<file path="config.mk">
export PLATFORM = sky130hd
export DESIGN_NAME = seven_segment_scan
export DESIGN_NICKNAME = d
export VERILOG_FILES = /design/src/rtl/seven_segment_scan.sv
export SDC_FILE = /design/constraint.sdc
export NUM_CORES = 1
export LEC_CHECK = 0
export CAP_MARGIN = 20
export CORE_AREA = 2 2 84 86
export CTS_BUF_LIST = sky130_fd_sc_hd__clkbuf_8 sky130_fd_sc_hd__clkbuf_16
export DETAILED_ROUTE_END_ITERATION = 8
export DIE_AREA = 0 0 86 88
export HOLD_SLACK_MARGIN = 0.15
export PLACE_DENSITY = 0.78
export SLEW_MARGIN = 20
export SYNTH_ARGS = -nofsm -noshare
export SYNTH_HDL_FRONTEND = slang
export SYNTH_SLANG_ARGS = --single-unit
</file>
<file path="constraint.sdc">
create_clock -name clk -period 3.1 [get_ports clk]
set_input_delay 0.31 -clock clk [delete_from_list [all_inputs] [get_ports clk]]
set_output_delay 0.31 -clock clk [all_outputs]
set_load 0.03 [all_outputs]
</file>
<file path="src/rtl/seven_segment_scan.sv">
`default_nettype none
// ============================================================================
// Module   : seven_segment_scan
// Purpose  : Multiplexed seven-segment driver for a common-anode display.
//            Holds a frame of DIGITS 4-bit codes with per-digit decimal point
//            and blank flags. Scans them one digit at a time onto a shared
//            active-low segment bus. Each digit is preceded by an all-off gap
//            to prevent ghosting. Frame loads are double-buffered, so they
//            never tear.
// Ports    : clk          - clock, all state on the rising edge
//            rst_n        - asynchronous active-low reset
//            load         - one-cycle strobe capturing codes/dp/blank
//            codes        - digit k code in codes[4k+3:4k], digit 0 rightmost
//            dp           - per-digit decimal point, 1 = lit
//            blank        - per-digit blank, 1 = dark
//            an           - active-low one-hot digit enables
//            Display_data - {dp,g,f,e,d,c,b,a}, active-low
//            frame_done   - one-cycle pulse at each frame boundary
// Options  : SEVSEG_HEX_EN - when defined, codes 10..15 show A,b,C,d,E,F.
//            When it is undefined, those codes leave every segment dark.
// Revision : 1.0 - initial release
// ============================================================================
module seven_segment_scan #(
    parameter int DIGITS  = 4,
    parameter int DIG_CYC = 50000,
    parameter int GAP_CYC = 16
) (
    input  logic                  clk,
    input  logic                  rst_n,
    input  logic                  load,
    input  logic [4*DIGITS-1:0]   codes,
    input  logic [DIGITS-1:0]     dp,
    input  logic [DIGITS-1:0]     blank,
    output logic [DIGITS-1:0]     an,
    output logic [7:0]            Display_data,
    output logic                  frame_done
);

    localparam int CNT_MAX = (DIG_CYC > GAP_CYC) ? DIG_CYC : GAP_CYC;
    localparam int CNT_W   = (CNT_MAX > 1) ? $clog2(CNT_MAX) : 1;
    localparam int IDX_W   = (DIGITS > 1) ? $clog2(DIGITS) : 1;

    localparam logic [CNT_W-1:0] C_DIG_LAST = CNT_W'(DIG_CYC - 1);
    localparam logic [CNT_W-1:0] C_GAP_LAST = CNT_W'(GAP_CYC - 1);
    localparam logic [IDX_W-1:0] C_IDX_LAST = IDX_W'(DIGITS - 1);

    typedef enum logic [0:0] {
        S_GAP  = 1'b0,
        S_SHOW = 1'b1
    } state_t;

    // Segment decode, gfedcba, active-low
    function automatic logic [6:0] seg_decode(input logic [3:0] code);
        logic [6:0] seg;
        case (code)
            4'd0:    seg = 7'b1000000;
            4'd1:    seg = 7'b1111001;
            4'd2:    seg = 7'b0100100;
            4'd3:    seg = 7'b0110000;
            4'd4:    seg = 7'b0011001;
            4'd5:    seg = 7'b0010010;
            4'd6:    seg = 7'b0000010;
            4'd7:    seg = 7'b1111000;
            4'd8:    seg = 7'b0000000;
            4'd9:    seg = 7'b0010000;
`ifdef SEVSEG_HEX_EN
            4'd10:   seg = 7'b0001000;
            4'd11:   seg = 7'b0000011;
            4'd12:   seg = 7'b1000110;
            4'd13:   seg = 7'b0100001;
            4'd14:   seg = 7'b0000110;
            4'd15:   seg = 7'b0001110;
`endif
            default: seg = 7'b1111111;
        endcase
        return seg;
    endfunction

    state_t               state_q, state_d;
    logic [IDX_W-1:0]     idx_q, idx_d;
    logic [CNT_W-1:0]     cnt_q, cnt_d;
    logic [DIGITS-1:0]    an_q, an_d;
    logic [7:0]           seg_q, seg_d;
    logic                 fd_q, fd_d;

    logic [4*DIGITS-1:0]  pend_codes_q, pend_codes_d;
    logic [DIGITS-1:0]    pend_dp_q, pend_dp_d;
    logic [DIGITS-1:0]    pend_blank_q, pend_blank_d;
    logic [4*DIGITS-1:0]  disp_codes_q, disp_codes_d;
    logic [DIGITS-1:0]    disp_dp_q, disp_dp_d;
    logic [DIGITS-1:0]    disp_blank_q, disp_blank_d;

    logic [3:0]           w_cur_code;
    logic                 w_cur_dp;
    logic                 w_cur_blank;
    logic [DIGITS-1:0]    w_an_sel;
    logic [7:0]           w_cur_seg;

    // Select the current digit from the display register and build its
    // active-low enable pattern
    always_comb begin
        w_cur_code  = 4'h0;
        w_cur_dp    = 1'b0;
        w_cur_blank = 1'b1;
        w_an_sel    = '1;
        for (int k = 0; k < DIGITS; k++) begin
            if (idx_q == IDX_W'(k)) begin
                w_cur_code  = disp_codes_q[4*k +: 4];
                w_cur_dp    = disp_dp_q[k];
                w_cur_blank = disp_blank_q[k];
                w_an_sel[k] = 1'b0;
            end
        end
        w_cur_seg = w_cur_blank ? 8'hFF : {~w_cur_dp, seg_decode(w_cur_code)};
    end

    // Next-state and output logic
    always_comb begin
        state_d      = state_q;
        idx_d        = idx_q;
        cnt_d        = cnt_q + CNT_W'(1);
        an_d         = an_q;
        seg_d        = seg_q;
        fd_d         = 1'b0;
        // A load always lands in the pending register. The boundary copy
        // below reads pend_*_d, so a load on the boundary cycle goes
        // straight through to the display register.
        pend_codes_d = load ? codes : pend_codes_q;
        pend_dp_d    = load ? dp    : pend_dp_q;
        pend_blank_d = load ? blank : pend_blank_q;
        disp_codes_d = disp_codes_q;
        disp_dp_d    = disp_dp_q;
        disp_blank_d = disp_blank_q;

        case (state_q)
            S_GAP: begin
                if (cnt_q == C_GAP_LAST) begin
                    state_d = S_SHOW;
                    cnt_d   = '0;
                    an_d    = w_an_sel;
                    seg_d   = w_cur_seg;
                end
            end
            S_SHOW: begin
                if (cnt_q == C_DIG_LAST) begin
                    state_d = S_GAP;
                    cnt_d   = '0;
                    an_d    = '1;
                    seg_d   = 8'hFF;
                    if (idx_q == C_IDX_LAST) begin
                        // Frame boundary: swap in the pending frame
                        idx_d        = '0;
                        fd_d         = 1'b1;
                        disp_codes_d = pend_codes_d;
                        disp_dp_d    = pend_dp_d;
                        disp_blank_d = pend_blank_d;
                    end else begin
                        idx_d = idx_q + IDX_W'(1);
                    end
                end
            end
            default: begin
                state_d = S_GAP;
                cnt_d   = '0;
                an_d    = '1;
                seg_d   = 8'hFF;
            end
        endcase
    end

    always_ff @(posedge clk or negedge rst_n) begin
        if (!rst_n) begin
            state_q      <= S_GAP;
            idx_q        <= '0;
            cnt_q        <= '0;
            an_q         <= '1;
            seg_q        <= 8'hFF;
            fd_q         <= 1'b0;
            pend_codes_q <= '0;
            pend_dp_q    <= '0;
            pend_blank_q <= '1;
            disp_codes_q <= '0;
            disp_dp_q    <= '0;
            disp_blank_q <= '1;
        end else begin
            state_q      <= state_d;
            idx_q        <= idx_d;
            cnt_q        <= cnt_d;
            an_q         <= an_d;
            seg_q        <= seg_d;
            fd_q         <= fd_d;
            pend_codes_q <= pend_codes_d;
            pend_dp_q    <= pend_dp_d;
            pend_blank_q <= pend_blank_d;
            disp_codes_q <= disp_codes_d;
            disp_dp_q    <= disp_dp_d;
            disp_blank_q <= disp_blank_d;
        end
    end

    assign an           = an_q;
    assign Display_data = seg_q;
    assign frame_done   = fd_q;

endmodule
`default_nettype wire
</file>
==> results of run 1 <==
[synth_stat cells (3+ instances only)]
cell type | number | area (um2)
sky130_fd_sc_hd__clkbuf_1 | 3 | 11.3
sky130_fd_sc_hd__nor2_1 | 21 | 78.8
sky130_fd_sc_hd__ha_1 | 6 | 75.1
sky130_fd_sc_hd__mux2_4 | 19 | 285
sky130_fd_sc_hd__inv_1 | 6 | 22.5
sky130_fd_sc_hd__xnor2_1 | 5 | 43.8
sky130_fd_sc_hd__nand2b_1 | 3 | 18.8
sky130_fd_sc_hd__nand3_1 | 8 | 40.0
sky130_fd_sc_hd__o22a_1 | 4 | 35.0
sky130_fd_sc_hd__a31oi_1 | 3 | 18.8
sky130_fd_sc_hd__nor2b_1 | 4 | 25.0
sky130_fd_sc_hd__xor2_1 | 9 | 78.8
sky130_fd_sc_hd__dfrtp_1 | 60 | 1500
sky130_fd_sc_hd__mux2_2 | 29 | 327
sky130_fd_sc_hd__a21oi_1 | 9 | 45.0
sky130_fd_sc_hd__nand2_1 | 8 | 30.0
sky130_fd_sc_hd__o22ai_1 | 4 | 25.0
sky130_fd_sc_hd__o21ai_0 | 4 | 20.0
sky130_fd_sc_hd__and3_1 | 6 | 37.5
sky130_fd_sc_hd__buf_6 | 4 | 45.0
sky130_fd_sc_hd__nor3_1 | 4 | 20.0
sky130_fd_sc_hd__dfstp_2 | 20 | 526
[per-layer routing]
metal | up-vias | part of all wire
li1 | 1059 | -
met1 | 1103 | 0.44
met2 | 41 | 0.51
met3 | 8 | 0.031
met4 | 0 | 0.011
met5 | - | 0
[worst max-delay path by stage]
stage	startpoint	endpoint	slack [ns]
final	idx_q[0]$_DFFE_PN0P_	Display_data[3]$_DFFE_PN1P_	0.37
after global routing	idx_q[0]$_DFFE_PN0P_	Display_data[3]$_DFFE_PN1P_	0.23
after CTS	idx_q[0]$_DFFE_PN0P_	Display_data[3]$_DFFE_PN1P_	0.41
after detailed placement	idx_q[0]$_DFFE_PN0P_	Display_data[3]$_DFFE_PN1P_	0.41
after global placement	idx_q[0]$_DFFE_PN0P_	Display_data[3]$_DFFE_PN1P_	0.61
after floorplan	idx_q[0]$_DFFE_PN0P_	Display_data[3]$_DFFE_PN1P_	0.68
[flip-flops by register name, indices dropped and copies added (netlist names), 8 cells and up]
register	flops
Display_data	8
cnt_q	16
disp_codes_q	16
pend_codes_q	16
[layout make-up]
cell class              count  area (um2)  share of cell area
inverters                   6        22.5             0.00521
clock inverters             7         119              0.0275
flip-flops and latches     80        2030               0.469
repair buffers             42         417              0.0964
clock buffers               9         124              0.0287
well taps                  80         100              0.0232
multi-input cells         177        1510               0.350
[logic make-up (layout without fill, tap and decap cells)]
logic type,after synthesis,in the layout,synth area share
fa+ha+maj,6,6,0.0207
simple gates,70,70,0.111
compound gates,39,39,0.0826
mux,48,48,0.168
flops,80,80,0.558
buf+inv,16,64,0.0258
xor+xnor,14,14,0.0337
[worst max-delay path: stages (launching register included)]
cell and delay, ns:
sky130_fd_sc_hd__dfrtp_1 0.40, sky130_fd_sc_hd__inv_1 0.10, sky130_fd_sc_hd__ha_1 0.30, sky130_fd_sc_hd__or2_1 0.31, sky130_fd_sc_hd__a221oi_1 0.43, sky130_fd_sc_hd__or2_2 0.22, sky130_fd_sc_hd__inv_1 0.04, sky130_fd_sc_hd__ha_1 0.28
sky130_fd_sc_hd__or3_1 0.37, sky130_fd_sc_hd__a31oi_1 0.20
[timing repair]
item,in CTS,in global routing
gates resized for setup,0,0
endpoints found under the hold margin,0,60
hold buffers,0,1
[report_power, final]
group	internal, W	leakage [nW]	total, W	switching [W]
Combinational	0.000112	0.879	0.000204	0.0000923
Clock	0.000538	0.122	0.000924	0.000386
Sequential	0.00111	0.967	0.00114	0.0000290
Total	0.00176	1.97	0.00227	0.000508
[per-stage QoR]
stage	hold slack [ns]	power (W)	setup slack (ns)	cell area, um2
after detailed placement	0.471	0.00137	0.414	4070
after CTS	0.153	0.00229	0.405	4310
final	0.472	0.00227	0.372	4320
after global placement	0.447	0.00136	0.612	4070
after global routing	0.496	0.00235	0.228	4320
after floorplan	0.0144	0.00127	0.685	3630
==> summary by stage, run 1 <==
Finish
The layout overhead on the synthesized area is 18.9%. The net count of the finished layout is 349. In the final layout, the share of cells above drive strength 1 is 0.305. The library cells used most frequently in the layout, excluding fill and tap cells, are sky130_fd_sc_hd__dfrtp_1 (60), sky130_fd_sc_hd__clkdlybuf4s50_1 (38), sky130_fd_sc_hd__mux2_2 (29). Measured on the finished design, the core utilization comes to 0.650. The post-route non-filler standard cell count is around 400. The final antenna diode count is 0. The number of fillers in the final layout is between 400 and 500. The most common cell after layout, fill and taps aside is sky130_fd_sc_hd__dfrtp_1.

Placed design
Routability-driven placement finished with a final weighted congestion of 0.880. The quantity of I/O buffers inserted on ports is 39. The total instance count after detailed placement is between 300 and 400. After legalization and detailed placement, the total HPWL measured about 4.7 mm.

Synthesis
The area of the mapped netlist is approximately 3600 um2. The proportion of synthesized flip-flops having asynchronous set or reset is 1.00. The count of state elements after synthesis is 80. The post-synthesis sequential area ratio is 0.558. Synthesis produced 273 cells. Counting distinct cell types in the post-synthesis netlist gives 50. The most frequently used flop master after synthesis is sky130_fd_sc_hd__dfrtp_1. The number of synthesized flops with an enable pin is 0. Dividing the synthesized area by the synthesized cell count gives ~13 um2. During synthesis, Yosys emitted a total of 0 warnings. The net count of the mapped netlist is approximately 310.

Clock network
The number of levels the H-tree was split into is 3. The number of buffers added by the clock tree synthesis step is 9. The number of sinks on the clock net is 80. In this run the post-CTS setup repair buffer count came out at 0.

TritonCTS built the clock tree. The tree is rooted in a sky130_fd_sc_hd__clkbuf_8. Clock latency on the worst-skew pair, taken at its later pin, is about 0.35 ns. The longest clock path from root to sink contains 2 buffers. Clock-pin slew was measured on the worst setup and hold paths at 0.08 ns.

Global route
Entering global routing, the biggest net connects 81 pins. The residual overflow from global routing is 0. For this run, global-route usage on met3 was measured as 0.0452. For this run, the total global-route usage over all layers was measured as 0.192. For this run, global-route usage on met2 was measured as 0.328. The number of antenna violations at the first check in global routing is 0. The via count of the first global-routing pass is between 2000 and 2500. For this run, global-route usage on met1 was measured as 0.242. After global routing, the most crowded layer is met2. The wire length of the first global-routing pass is 11.2 mm.

Drt
The number of nets with antenna violations after routing is 0. The number of detailed-routing iterations run before antenna repair is 4. Summing over every cut layer, the via total after detailed routing is 2211.

After detailed routing, the total wire length is roughly 6.6 mm. In the final routed layout, each cell accounts on average for roughly 17 um. The number of remaining DRC errors is 0. Dividing the detail-routed via count by the number of cells gives around 5.5. The first routing iteration left approximately 130 violations.

Floorplanning
The core box area is between 6000 and 7000 um2. In this run the vertical extent of the chip is ~88 um. The initial utilization of the core area, before any placement, comes to 0.547. The I/O pin count is 40. In this run the horizontal extent of the chip is roughly 86 um.

The initialized floorplan defines 30 standard-cell rows. The die covers roughly 7600 um2.

Run status
The run finished with clean final reports.

Setup path
The worst flop-to-flop path startpoint is idx_q[0]$_DFFE_PN0P_. The data required time at the worst endpoint is roughly 3.4 ns. The setup slack on the worst flop-to-flop path is between 0.3 and 0.4 ns. The endpoint kind of the worst setup timing path is a flop.

The worst setup path is launched from a flop. Measured in cells, the most critical reg-to-reg path has a length of 9. Along the worst path, the maximum fanout reaches 7. The worst setup path category is reg -> reg. The endpoint identified for the worst register-to-register timing path is Display_data[3]$_DFFE_PN1P_. At the worst endpoint, the arrival time is ~3.0 ns.

STA
On the final layout, the worst clock skew is about 0.008 ns. For this run, the top clock speed supported by timing is around 370 MHz. The number of setup violations in the final report is 0. In the finished design, the share of the clock period the worst path needs comes to 0.880. The count of final max-slew check failures is 0. The worst slew margin relative to its limit is 0.525. Summed over all failing endpoints, the final setup total negative slack is 0 ns. The hold violation count in the final report is 0. For the finished layout, the period the worst path requires is between 2 and 3 ns. Setup repair after global routing left no endpoint under its margin. For the pin with the worst max-slew slack, the measured transition is 0.712 ns.

Worst hold path
The critical hold path startpoint is cnt_q[0]$_DFF_PN0_. The tightest min-delay check is of the reg -> reg type. The cell depth of the worst min-delay path is 1.

The worst hold path terminates at cnt_q[0]$_DFF_PN0_.

Power and ir drop
Dividing total power by cell area gives a power density of between 500 and 600 nW/um2. The worst voltage drop across the vdd grid is ~0.32 mV. The analysis attributes to cell leakage a power of between 1.5 and 2 nW.

Flow run
The tool flagged a number of max-cap violations equal to 0.
No activity file was read; power rests on OpenSTA's default activity.
==> inputs of run 2 (changes only) <==
--- a/config.mk
+++ b/config.mk
@@ -12,6 +12,8 @@
 export DIE_AREA = 0 0 86 88
 export HOLD_SLACK_MARGIN = 0.15
 export PLACE_DENSITY = 0.78
+export RECOVER_POWER = 50
+export REMOVE_ABC_BUFFERS = 1
 export SLEW_MARGIN = 20
 export SYNTH_ARGS = -nofsm -noshare
 export SYNTH_HDL_FRONTEND = slang
==> summary by stage, run 2 (synthesis results as in run 1) <==
Worst hold path
The worst hold-check path type was reg -> reg (unchanged). The critical hold path startpoint is cnt_q[0]$_DFF_PN0_ (unchanged). The cell depth of the worst min-delay path is 1 (unchanged). The destination of the worst hold path is cnt_q[0]$_DFF_PN0_ (unchanged).

Floorplanning
The die area was 7570 um2 (unchanged). The die span in y is 88 um (unchanged). The core box area is 6640 um2 (unchanged). The starting density of the core was 0.547 (unchanged). The I/O pin count is 40 (unchanged).

The horizontal die dimension is 86 um (unchanged). The number of placement rows was 30 (unchanged).

Clock network
The number of gates given a new drive strength after cts is 0 (unchanged). The number of sinks on the clock net came to 80 (unchanged). The number of buffers added by the clock tree synthesis step is 9 (unchanged).

The clock insertion delay at the later pin of the skew report is 0.36 ns (was 0.35 ns). The number of levels the H-tree was split into is 3 (unchanged). The TritonCTS clock tree is done (unchanged).

The root buffer cell is sky130_fd_sc_hd__clkbuf_8 (unchanged). The maximum buffer depth of the clock tree was 2 (unchanged). The clock transition at the register clock pins on the worst setup and hold paths after CTS is 0.07 ns (was 0.08 ns).

Setup path
The worst flop-to-flop path startpoint is idx_q[0]$_DFFE_PN0P_ (unchanged). The cell depth of the worst flop-to-flop path is 9 (unchanged). The worst setup path category is reg -> reg (unchanged). The startpoint type of the worst setup path is a flop (unchanged). The setup slack on the worst flop-to-flop path is 0.44 ns (was 0.37 ns). The data required time at the worst endpoint is 3.38 ns (was 3.37 ns).

The data arrival time at the worst-slack endpoint is 2.94 ns (was 3.00 ns). The endpoint kind of the worst setup timing path is a flop (unchanged). The largest fanout on the critical path was 7 (unchanged).

The endpoint of the worst register-to-register path is Display_data[3]$_DFFE_PN1P_ (unchanged).

Finish
The share of layout cells above drive strength 1 came to 0.231 (was 0.305). The final antenna diode count is 0 (unchanged). Most used cells in the layout excluding fill and tap cells: sky130_fd_sc_hd__dfrtp_1 (60), sky130_fd_sc_hd__clkdlybuf4s50_1 (37), sky130_fd_sc_hd__nor2_1 (21), sky130_fd_sc_hd__mux2_1 (21), sky130_fd_sc_hd__dfstp_2 (20) (was sky130_fd_sc_hd__dfrtp_1 (60), sky130_fd_sc_hd__clkdlybuf4s50_1 (38), sky130_fd_sc_hd__mux2_2 (29)). The post-layout net count came to 349 (unchanged). The layout overhead on the synthesized area is 17.9% (was 18.9%).

The most common cell after layout, fill and taps aside is sky130_fd_sc_hd__dfrtp_1 (unchanged). Largest registers: cnt_q: 16 flops, disp_codes_q: 16 flops, pend_codes_q: 16 flops (unchanged).

Drt
The average wire per standard cell came to 15.7 um (was 16.5 um). The mean number of vias per cell is 5.52 (was 5.51). The aggregate routed wire length was 6.30 mm (was 6.63 mm). The number of remaining DRC errors was 0 (unchanged).

The overall via count from detail_route came to 2215 (was 2211). The number of detailed-routing iterations run before antenna repair is 4 (unchanged). The starting DRC count in detailed routing was 87 (was 132).

The number of nets with antenna violations after routing is 0 (unchanged).

Run status
The final reports fail on max-capacitance violations, max-slew violations. Result of the run: finished with violations (was finished clean).

STA
The number of setup violations in the final report is 0 (unchanged). The worst slew margin relative to its limit is -0.255 (was 0.525). The final setup TNS came to 0 ns (unchanged). The hold violation count in the final report is 0 (unchanged). The slew at the pin closest to its max-slew limit was 1.88 ns (was 0.712 ns). The share of the clock period used by the worst path is 0.857 (was 0.880). The maximum clock rate came to 377 MHz (was 367 MHz). The final hold slack is 0.468 ns (was 0.472 ns).

Setup repair after global routing missed its margin: false (unchanged). The count of final max-slew check failures is 81 (was 0). The worst clock skew was 0.00677 ns (was 0.00787 ns).

The final critical-path setup slack is 0.444 ns (was 0.372 ns). The final critical-path required period is 2.66 ns (was 2.73 ns).

Flow run
The count of maximum capacitance violations is 1 (was 0).

Placed design
The minimum setup slack after placement came to 0.493 ns (was 0.414 ns). The quantity of I/O buffers inserted on ports is 39 (unchanged). The detailed placement HPWL is 4.41 mm (was 4.71 mm). The global placer's final weighted congestion was 0.842 (was 0.880).

Global route
The residual overflow from global routing is 0 (unchanged). The combined global-route utilization of all metal layers is 0.191 (was 0.192). The via count of the first global-routing pass is 2266 (was 2326).

The wire length of the first global-routing pass is 11.0 mm (was 11.2 mm). The number of antenna violations at the first check in global routing is 0 (unchanged). The largest net degree at the start of global routing is 81 (unchanged).

Power and ir drop
The worst voltage drop across the vdd grid came to 0.342 mV (was 0.325 mV). The power density of the placed cells was 504 nW/um2 (was 526 nW/um2). The leakage power figure is 1.96 nW (was 1.97 nW).
==> run 2: cell types whose count changed in the layout (fill, tap and decap cells not counted), sizes merged <==
cell           change
clkbuf             +3
clkdlybuf4s50      -1
clkinv             +1
dlygate4sd3        +1
clkinvlp           -1
bufinv             -1
buf                -2
==> run 2: metal layers <==
layer	vias to the layer above	global-route usage	share of wire
li1	1064	-	-
met1	1085	0.253	0.47
met2	53	0.293	0.47
met3	13	0.0528	0.045
met4	0	0.0924	0.023
met5	-	0	0
==> run 2: through the flow <==
step / power (W) / area (um2) / instances / utilization
after floorplan: 0.00126 / 3560 / 263 / -
after global placement: 0.00136 / 4070 / 384 / 0.612
after detailed placement: 0.00137 / 4070 / 384 / 0.612
after CTS: 0.00219 / 4290 / 401 / 0.646
after global routing: 0.00225 / 4280 / 401 / 0.645
final: 0.00216 / 4280 / 401 / 0.645
==> run 2: report_power, final <==
| part | switching [W] | internal, W |
|---|---|---|
| Sequential | 0.0000265 | 0.00111 |
| Combinational | 0.0000913 | 0.000104 |
| Clock | 0.000357 | 0.000466 |
| Total | 0.000475 | 0.00168 |
==> run 2: worst max path at each step <==
stage / from / end / slack [ns] / depth (start not counted)
2_1_floorplan: idx_q[0]$_DFFE_PN0P_ / Display_data[3]$_DFFE_PN1P_ / 0.71 / 9
3_3_place_gp: idx_q[0]$_DFFE_PN0P_ / Display_data[3]$_DFFE_PN1P_ / 0.59 / 8
3_5_place_dp: idx_q[0]$_DFFE_PN0P_ / Display_data[3]$_DFFE_PN1P_ / 0.49 / 9
4_1_cts: idx_q[1]$_DFFE_PN0P_ / Display_data[3]$_DFFE_PN1P_ / 0.47 / 9
5_1_grt: idx_q[0]$_DFFE_PN0P_ / Display_data[3]$_DFFE_PN1P_ / 0.28 / 9
6_report: idx_q[0]$_DFFE_PN0P_ / Display_data[3]$_DFFE_PN1P_ / 0.44 / 9
==> run 2: what timing repair did <==
action / 4_1_cts / 5_1_grt
buffers inserted: 0 / 0
hold endpoints to repair: 51 / 0
hold buffers: 1 / 0
==> run 2: critical path, stage by stage, from the launching register on <==
cell,delay [ns]
sky130_fd_sc_hd__dfrtp_1,0.38
sky130_fd_sc_hd__inv_1,0.09
sky130_fd_sc_hd__ha_1,0.28
sky130_fd_sc_hd__or2_1,0.31
sky130_fd_sc_hd__a221oi_1,0.42
sky130_fd_sc_hd__or2_2,0.23
sky130_fd_sc_hd__inv_1,0.05
sky130_fd_sc_hd__ha_1,0.29
sky130_fd_sc_hd__or3_1,0.37
sky130_fd_sc_hd__a31oi_1,0.16
==> run 2: final cells by class <==
class                      instances  area, um2
clock inverter                     6       76.3
timing repair buffer              42        407
tap                               80        100
inverter                           6       22.5
clock buffer                      10        138
sequential                        80       2030
multi-input combinational        177       1510
fill                             499       2360
